<file path="src/rtl/quadrature_decoder.sv">
// Quadrature encoder decoder: synchronizes phases A/B, decodes Gray-code steps
// into a modulo-2^N position count, and flags illegal two-bit jumps.
module quadrature_decoder #(
    parameter int N = 8
) (
    input  logic         clk,
    input  logic         reset_n,
    input  logic         a,
    input  logic         b,
    input  logic         en,
    input  logic         clr,
    input  logic         err_clr,
    output logic [N-1:0] Q,
    output logic         dir,
    output logic         step,
    output logic         err
);

    typedef enum logic {
        INIT = 1'b0,
        RUN  = 1'b1
    } state_t;

    localparam logic [N-1:0] ONE = N'(1);

    state_t     state;
    logic [1:0] sync1;      // {a,b} first stage
    logic [1:0] sync2;      // {A,B} phase pair used downstream
    logic [1:0] prev;       // P: last sampled phase pair
    logic [2:0] fill;       // marks when sync2 and prev hold post-reset samples

    logic [1:0] delta;
    logic       decode;
    logic       move_up;
    logic       move_dn;
    logic       illegal;

    // Position of a phase pair along the up sequence 00,10,11,01.
    function automatic logic [1:0] phase_index(input logic [1:0] ab);
        return {ab[0], ab[1] ^ ab[0]};
    endfunction

    // Decoding waits until prev holds a real sample; otherwise the reset
    // value 00 in the pipeline could pair with a held 11 and look illegal.
    always_comb begin
        decode  = (state == RUN) && fill[2];
        delta   = phase_index(sync2) - phase_index(prev);
        move_up = decode && (delta == 2'd1);
        move_dn = decode && (delta == 2'd3);
        illegal = decode && (delta == 2'd2);
    end

    // NOTE: every register here, synchronizer flops included, is reset so an
    // in-flight edge captured before reset can never be decoded afterwards.
    always_ff @(posedge clk or negedge reset_n) begin
        if (!reset_n) begin
            state <= INIT;
            sync1 <= 2'b00;
            sync2 <= 2'b00;
            prev  <= 2'b00;
            fill  <= 3'b000;
            Q     <= '0;
            dir   <= 1'b0;
            step  <= 1'b0;
            err   <= 1'b0;
        end else begin
            // NOTE: non-blocking assignments give every flop its pre-edge
            // value on the right-hand side, so ordering below is not a hazard.
            sync1 <= {a, b};
            sync2 <= sync1;
            fill  <= {fill[1:0], 1'b1};
            prev  <= sync2;
            step  <= 1'b0;

            case (state)
                INIT: state <= RUN;
                RUN: begin
                    if (move_up || move_dn) begin
                        dir <= move_up;
                        if (en) begin
                            step <= 1'b1;
                            Q    <= move_up ? Q + ONE : Q - ONE;
                        end
                    end
                end
                default: state <= INIT;
            endcase

            if (clr) begin
                Q <= '0;
            end

            if (illegal) begin
                err <= 1'b1;
            end else if (err_clr) begin
                err <= 1'b0;
            end
        end
    end

endmodule

</file>
<file path="config.mk">
export PLATFORM = sky130hd
export DESIGN_NAME = quadrature_decoder
export DESIGN_NICKNAME = d
export VERILOG_FILES = /design/src/rtl/quadrature_decoder.sv
export SDC_FILE = /design/constraint.sdc
export NUM_CORES = 1
export LEC_CHECK = 0
export ABC_AREA = 1
export BUFFER_PORTS_ARGS = -buffer_cell sky130_fd_sc_hd__buf_2
export CAP_MARGIN = 10
export CORE_AREA = 3 3 88 57
export DETAILED_ROUTE_END_ITERATION = 6
export DIE_AREA = 0 0 91 60
export PLACE_DENSITY_LB_ADDON = 0.05
export SLEW_MARGIN = 10
export SYNTH_ARGS = -nofsm -noshare
export SYNTH_HDL_FRONTEND = slang
export SYNTH_SLANG_ARGS = --single-unit
</file>
<file path="constraint.sdc">
create_clock -name clk -period 2.9 [get_ports clk]
set_input_delay 0.58 -clock clk [delete_from_list [all_inputs] [get_ports clk]]
set_output_delay 0.58 -clock clk [all_outputs]
set_load 0.01 [all_outputs]
</file>
==> results.toml, run 1 <==
[run_status]
status = "complete, no violations"

[cells_and_area]
fin_nets = 159
drive_gt1_share_pct = 21.68
instances_no_fill = 203
multiInputGateArea_um2 = 494.2
antenna_cells = 0
area_growth_pct = 20.40
seq_area_um2 = 500.5
fill_cells = 461

[logic_synthesis]
syn_nets = 137
yosysSeqAreaShare_pct = 47.45
synth_seq_cells = 20
synth_top_cell_by_area = "dfrtp_1"
synthArstFlopShare_pct = 100.0
synth.area.top_cells = "dfrtp_1 47%, nand2_1 12%, ha_1 8.3%, inv_1 5.0%, o21ai_0 3.8%"
netlist_top_cells_count = "35 x nand2_1, 20 x dfrtp_1, 14 x inv_1"
synth_warnings = 0
synth_cells = 122
synth_edf_count = 0
yosysMostFrequentCell = "nand2_1"
ys.flop_type = "dfrtp_1"
syn_area_um2 = 1055
synth.avg_cell_area_um2 = 8.646
synth.top_cell.area_share_pct = 47.45
ys_types = 24

[global_routing]
grt_use_total_pct = 9.404
grt_max_degree = 21
antenna_found_initial = 0
grt_pass1_vias = 771
grt_pass1_wl_um = 3898
overflow = 0

[floorplanning]
start_util_pct = 25.45
fp-row-count = 18
fp.coreArea_um2 = 4144
die_w_um = 91
io_pins = 18
dieArea_um2 = 5460
die_h_um = 60

[worst_setup_path]
critPathCaptureType = "register"
crit_required_ps = 3050
worstPathArrival_ps = 2680
critPathLaunchType = "register"
cp_max_fo = 9
critPathKind = "reg -> reg"

[timing]
timing.final.ws_setup_ps = 379.9
fin_crit_sh_pct = 86.90
slew_viol_final = 0
final-setup-viol-count = 0
skew_ps = 3.691
whs_ps = 263.3
rsz0062_at_grt = "no"
final.setup.tns_ps = 0
max_freq_ghz = 0.3968
finalHoldViolCount = 0
fin_crit_ps = 2520

[cts]
clock-sinks = 20
cts_resized = 0
clockRootBuffer = "clkbuf_8"
numCtsBuffers = 3
cts_setup_buffers = 0
clockBufferDepth = 2
postCtsHoldBufs = 0
clkTransAtPathRegs_ps = 80
h-tree-depth = 1
insertion_delay_ps = 260
cts_tree = "done"

[placement]
place.gp.congestion = 0.7483
dpl_worst_slack_ps = 371.7
io_buffers = 17
dp_hpwl_um = 1667
placed_cells = 199

[worst_hold_path]
hp-class = "in -> async"

[routing]
via_count = 783
vias_per_cell = 3.857
drcViolationCount = 0
wl_per_cell_um = 10.79
first_pass_iters = 4
antenna_left = 0
finalWirelength_um = 2190
drt_iter0_markers = 20

[power]
power_leakage_nw = 0.6745
ir_drop_mv = 0.1415
finalPower_w = 0.0006740
power_density_nw_per_um2 = 530.7

[run]
drv_cap = 0
## cell type report
cell class / count / share of cell area (%)
Sequential cell: 20 / 39.41
Multi-Input combinational cell: 86 / 38.92
Timing Repair Buffer: 17 / 6.699
Tap cell: 60 / 5.911
Inverter: 16 / 4.729
Clock buffer: 4 / 4.335
## where the power goes
part | total (W) | switching, W | internal (W)
clock network | 0.000215 | 0.0000937 | 0.000121
logic | 0.000148 | 0.0000911 | 0.0000566
registers | 0.000312 | 0.0000136 | 0.000298
## cell families (layout without fill, tap and decap cells)
group,after synthesis,after routing,synth area share (%)
and+or+nand+nor,56,56,24.56
adders and majority gates,8,8,10.20
AOI/OAI and AO/OA,18,18,9.253
buffers and inverters,16,37,5.694
other,1,1,0.3555
DFF,20,20,47.45
xor gates and xnor gates,3,3,2.492
## layout by cell type (no fill, tap or decap), drive strengths merged, types with 2 or more instances in the layout
cell type and n:
nand2 38, dfrtp 20, buf 17, inv 16, o21ai 10, nand3 8, ha 7, a21oi 6
nor2 6, clkbuf 4, xor2 2, nor3 2
## metal layers
layer | part of all wire (%) | global-route usage (%) | vias up
met3 | 6.5 | 4.025 | 2
met1 | 57 | 13.68 | 336
met2 | 36 | 12.45 | 14
met4 | 0.73 | 2.575 | 0
li1 | - | - | 431
met5 | 0 | 0 | -
## path summary, 6_finish.rpt
kind,startpoint,endpoint,slack (ps),depth (start not counted)
worst max-delay path,sync2[0],Q[7],380,11
worst min-delay path,reset_n,err,260,1
worst max register to register,sync2[0],Q[7],380,11
worst min register to register,sync1[0],sync2[0],350,0
max in group asynchronous,reset_n,Q[4],2320,1
min in group clk,sync1[0],sync2[0],350,0
## critical path: stages, from the launching register on
cell,delay [ps]
dfrtp_1,430
xnor2_1,150
ha_1,350
nor2_4,160
nand3_2,220
ha_1,400
a21oi_1,130
nand2_1,130
a21oi_1,200
nand3_1,100
nand3_1,90
nand2_1,50
## state kept, by name, summed over array words and instances, names as in the netlist
name	flops
Q	8
dir	1
step	1
prev	2
sync1	2
fill	3
err	1
sync2	2
## stage by stage
step / utilization, % / cell area, µm²
floorplan: - / 1055
global placement: 29.32 / 1215
detailed placement: 29.32 / 1215
CTS: 30.65 / 1270
global route: 30.65 / 1270
finish: 30.65 / 1270
No activity file was read; power rests on OpenSTA's default activity.
==> inputs of run 2 (changes only) <==
CORE_AREA = 3 3 49 51   (was 3 3 88 57)
DIE_AREA = 0 0 52 54   (was 0 0 91 60)
REMOVE_ABC_BUFFERS = 1   (was default)
==> results.toml, run 2 (same netlist as run 1, synthesis figures left out) <==
[cells_and_area]
final_common_cell = "nand2_1"
largest_reg_flops = 8
mostFrequentLayoutCells = "35 x nand2_1, 20 x dfrtp_1, 17 x buf_2"
antenna_cells = 0
largest-register = "Q"
reg_top3 = "Q (8), fill (3)"
drive_gt1_share_pct = 21.68
area_growth_pct = 16.25
fin_nets = 159
instances_no_fill = 170

[run_status]
status = "complete, no violations"

[routing]
drt_iter0_markers = 12
via_count = 848
drcViolationCount = 0
first_pass_iters = 4
finalWirelength_um = 1856
vias_per_cell = 4.988
wl_per_cell_um = 10.92
antenna_left = 0

[timing]
final.setup.tns_ps = 0
fin_crit_ps = 2525
finalHoldViolCount = 0
fin_crit_sh_pct = 87.08
max_freq_ghz = 0.3960
final-setup-viol-count = 0
slew_viol_final = 0
skew_ps = 3.052
rsz0062_at_grt = "no"

[power]
power_density_nw_per_um2 = 558.8
p_switching_w = 0.0001904
pwr-share-seq_pct = 45.4
switching_share_pct = 27.79
power_leakage_nw = 0.6737
pwr-share-clk_pct = 33.1
ir_drop_mv = 0.3618
pwr-share-comb_pct = 21.5
p_int_w = 0.0004948

[global_routing]
grt_max_degree = 21
antenna_found_initial = 0
overflow = 0
grt_use_total_pct = 16.66
grt_pass1_wl_um = 3367
grt_pass1_vias = 800

[worst_setup_path]
startpoint = "sync2[0]"
reg2reg_from = "sync2[0]"
critPathLaunchType = "register"
critPathCaptureType = "register"
cp_max_fo = 9
crit_required_ps = 3110
worstPathArrival_ps = 2730
critPathKind = "reg -> reg"

[placement]
dp_hpwl_um = 1399
place.gp.congestion = 0.8662
io_buffers = 17
placed_cells = 166

[floorplanning]
die_h_um = 54
fp-row-count = 16
io_pins = 18
start_util_pct = 53.22
die_w_um = 52
dieArea_um2 = 2808
fp.coreArea_um2 = 1982

[cts]
h-tree-depth = 1
clkTransAtPathRegs_ps = 120
clock-sinks = 20
cts_resized = 0
cts_setup_buffers = 0
postCtsHoldBufs = 0
clockBufferDepth = 2
clockRootBuffer = "clkbuf_4"
numCtsBuffers = 3
cts_tree = "done"
insertion_delay_ps = 300

[run]
drv_cap = 0

[worst_hold_path]
hp-class = "in -> async"
==> run 2: layout make-up <==
cell class	instances	area (µm²)
Fill cell	165	755.7
Sequential cell	20	500.5
Multi-Input combinational cell	86	494.2
Timing Repair Buffer	17	85.08
Inverter	16	60.06
Tap cell	27	33.78
Clock inverter	1	30.03
Clock buffer	3	22.52
==> run 2: worst paths after layout <==
path | cells after the start | slack [ps] | end
min reg2reg | 0 | 360 | sync2[1]
max reg2reg | 11 | 370 | Q[7]
min in group clk | 0 | 360 | sync2[1]
max | 11 | 370 | Q[7]
min | 1 | 200 | Q[7]
max in group asynchronous | 1 | 2400 | fill[0]
==> run 2: power groups by stage <==
stage	Combinational (W)	Sequential (W)	Clock, W
2_1_floorplan	0.0000982	0.000322	0
3_3_place_gp	0.000145	0.000317	0
3_5_place_dp	0.000147	0.000317	0
4_1_cts	0.000149	0.000311	0.000233
5_1_grt	0.000170	0.000314	0.000248
6_report	0.000147	0.000311	0.000227
==> run 2: worst max-delay path, cell delays in order, from the launching register on <==
cell and delay, ps:
dfrtp_1 450, xnor2_1 160, ha_1 350, nor2_4 160
nand3_2 220, ha_1 400, a21oi_1 140, nand2_1 140
a21oi_1 190, nand3_1 100, nand3_1 80, nand2_1 50
==> run 2: stage by stage <==
stage | instance area [µm²] | setup slack (ps) | hold WS (ps) | power, W | utilization [%]
5_1_grt | 1226 | 118.7 | 201.9 | 0.0007326 | 61.87
3_5_place_dp | 1174 | 386.2 | 335.6 | 0.0004636 | 59.22
4_1_cts | 1226 | 365.8 | 205.9 | 0.0006936 | 61.87
3_3_place_gp | 1174 | 483.7 | 331.3 | 0.0004614 | 59.22
2_1_floorplan | 1055 | 615.1 | 284.4 | 0.0004201 | -
6_report | 1226 | 374.7 | 197.1 | 0.0006851 | 61.87
==> run 2: metal layers <==
layer / global-route usage (%) / wire length (µm) / vias to the layer above
met3: 3.601 / 146 / 5
met2: 27.62 / 805 / 28
met4: 7.860 / 35 / 0
met1: 20.67 / 869 / 378
li1: - / - / 437
met5: 0 / 0 / -
==> inputs of run 3 (changes only) <==
CORE_AREA = 3 3 71 46   (was 3 3 49 51)
CTS_CLUSTER_DIAMETER = 50   (was default)
DIE_AREA = 0 0 74 49   (was 0 0 52 54)
==> results.toml, run 3 (same netlist as run 1, synthesis figures left out) <==
[placement]
dpl_worst_slack_ps = 298.9
dp_hpwl_um = 1684
io_buffers = 17
place.gp.congestion = 0.8588
placed_cells = 171

[floorplanning]
die_h_um = 49
die_w_um = 74
fp-row-count = 14
fp.coreArea_um2 = 2575
dieArea_um2 = 3626
io_pins = 18
start_util_pct = 40.96

[cts]
cts_setup_buffers = 0
h-tree-depth = 1
postCtsHoldBufs = 0
clock-sinks = 20
clockRootBuffer = "clkbuf_8"
cts_tree = "done"
clkTransAtPathRegs_ps = 80
numCtsBuffers = 3
insertion_delay_ps = 260
cts_resized = 0
clockBufferDepth = 2

[global_routing]
grt_use_total_pct = 13.97
antenna_found_initial = 0
overflow = 0
grt_max_degree = 21
grt_pass1_vias = 804
grt_pass1_wl_um = 3864

[cells_and_area]
largest-register = "Q"
seq_area_um2 = 500.5
multiInputGateArea_um2 = 494.2
fin_nets = 159
antenna_cells = 0
largest_reg_flops = 8
fill_cells = 243
mostFrequentLayoutCells = "35 x nand2_1, 20 x dfrtp_1, 17 x buf_2"
reg_top3 = "Q (8), fill (3)"
final_common_cell = "nand2_1"
instances_no_fill = 175
drive_gt1_share_pct = 21.68
area_growth_pct = 18.62
utilization_pct = 48.59

[routing]
drcViolationCount = 0
antenna_left = 0
via_count = 833
finalWirelength_um = 2120
drt_iter0_markers = 76
first_pass_iters = 4
wl_per_cell_um = 12.11
vias_per_cell = 4.760

[worst_setup_path]
worstPathArrival_ps = 2750
crit_required_ps = 3050
cp_max_fo = 9
critPathCaptureType = "register"
critPathLaunchType = "register"
critPathKind = "reg -> reg"
r2r_setup_slack_ps = 310

[worst_hold_path]
hp-class = "in -> async"

[timing]
fin_crit_ps = 2594
fin_crit_sh_pct = 89.44
max_freq_ghz = 0.3855
slew_viol_final = 0
whs_ps = 254.7
timing.final.ws_setup_ps = 306.3
skew_ps = 2.438
final.setup.tns_ps = 0
rsz0062_at_grt = "no"
final-setup-viol-count = 0
finalHoldViolCount = 0

[run_status]
status = "complete, no violations"

[run]
drv_cap = 0

[power]
ir_drop_mv = 0.3453
power_density_nw_per_um2 = 589.9
power_leakage_nw = 0.6815
==> run 3: cell counts in the layout (fill, tap and decap cells not counted) <==
Identical to the previous run, type by type.
==> run 3: final cells by class <==
type,count,share of cell area (%)
Tap cell,32,3.200
Sequential cell,20,40.00
Multi-Input combinational cell,86,39.50
Clock buffer,3,3.300
Timing Repair Buffer,17,6.800
Inverter,16,4.800
Clock inverter,1,2.400
==> run 3: path summary, 6_finish.rpt <==
kind	to	cells past startpoint	from
max	Q[7]	11	sync2[0]
min	err	1	reset_n
max reg2reg	Q[7]	11	sync2[0]
min reg2reg	sync2[0]	0	sync1[0]
max in group asynchronous	Q[3]	1	reset_n
min in group clk	sync2[0]	0	sync1[0]
==> run 3: critical path: stages, from the launching register on <==
cell and delay (ps):
dfrtp_1 450, xnor2_1 160, ha_1 350, nor2_4 160, nand3_2 210, ha_1 400
a21oi_1 150, nand2_1 160, a21oi_1 210, nand3_1 100, nand3_1 80, nand2_1 50
==> run 3: per-layer routing <==
layer  vias up  routed length, µm  track usage [%]
li1        431                  -                -
met1       379               1128            20.58
met2        21                844            20.00
met3         2                135            4.938
met4         0                 12            1.807
met5         -                  0                0
==> run 3: stage by stage <==
step / cell area, µm² / total power, W
after global placement: 1180 / 0.0004636
after CTS: 1251 / 0.0007462
after detailed placement: 1180 / 0.0004674
after global routing: 1251 / 0.0007942
after floorplan: 1055 / 0.0004201
final: 1251 / 0.0007381
==> run 3: power breakdown <==
group          internal, W  leakage, nW  switching [W]
Clock             0.000184       0.0357      0.0000934
Combinational    0.0000567        0.391      0.0000921
Sequential        0.000298        0.255      0.0000136
Total             0.000539        0.681       0.000199
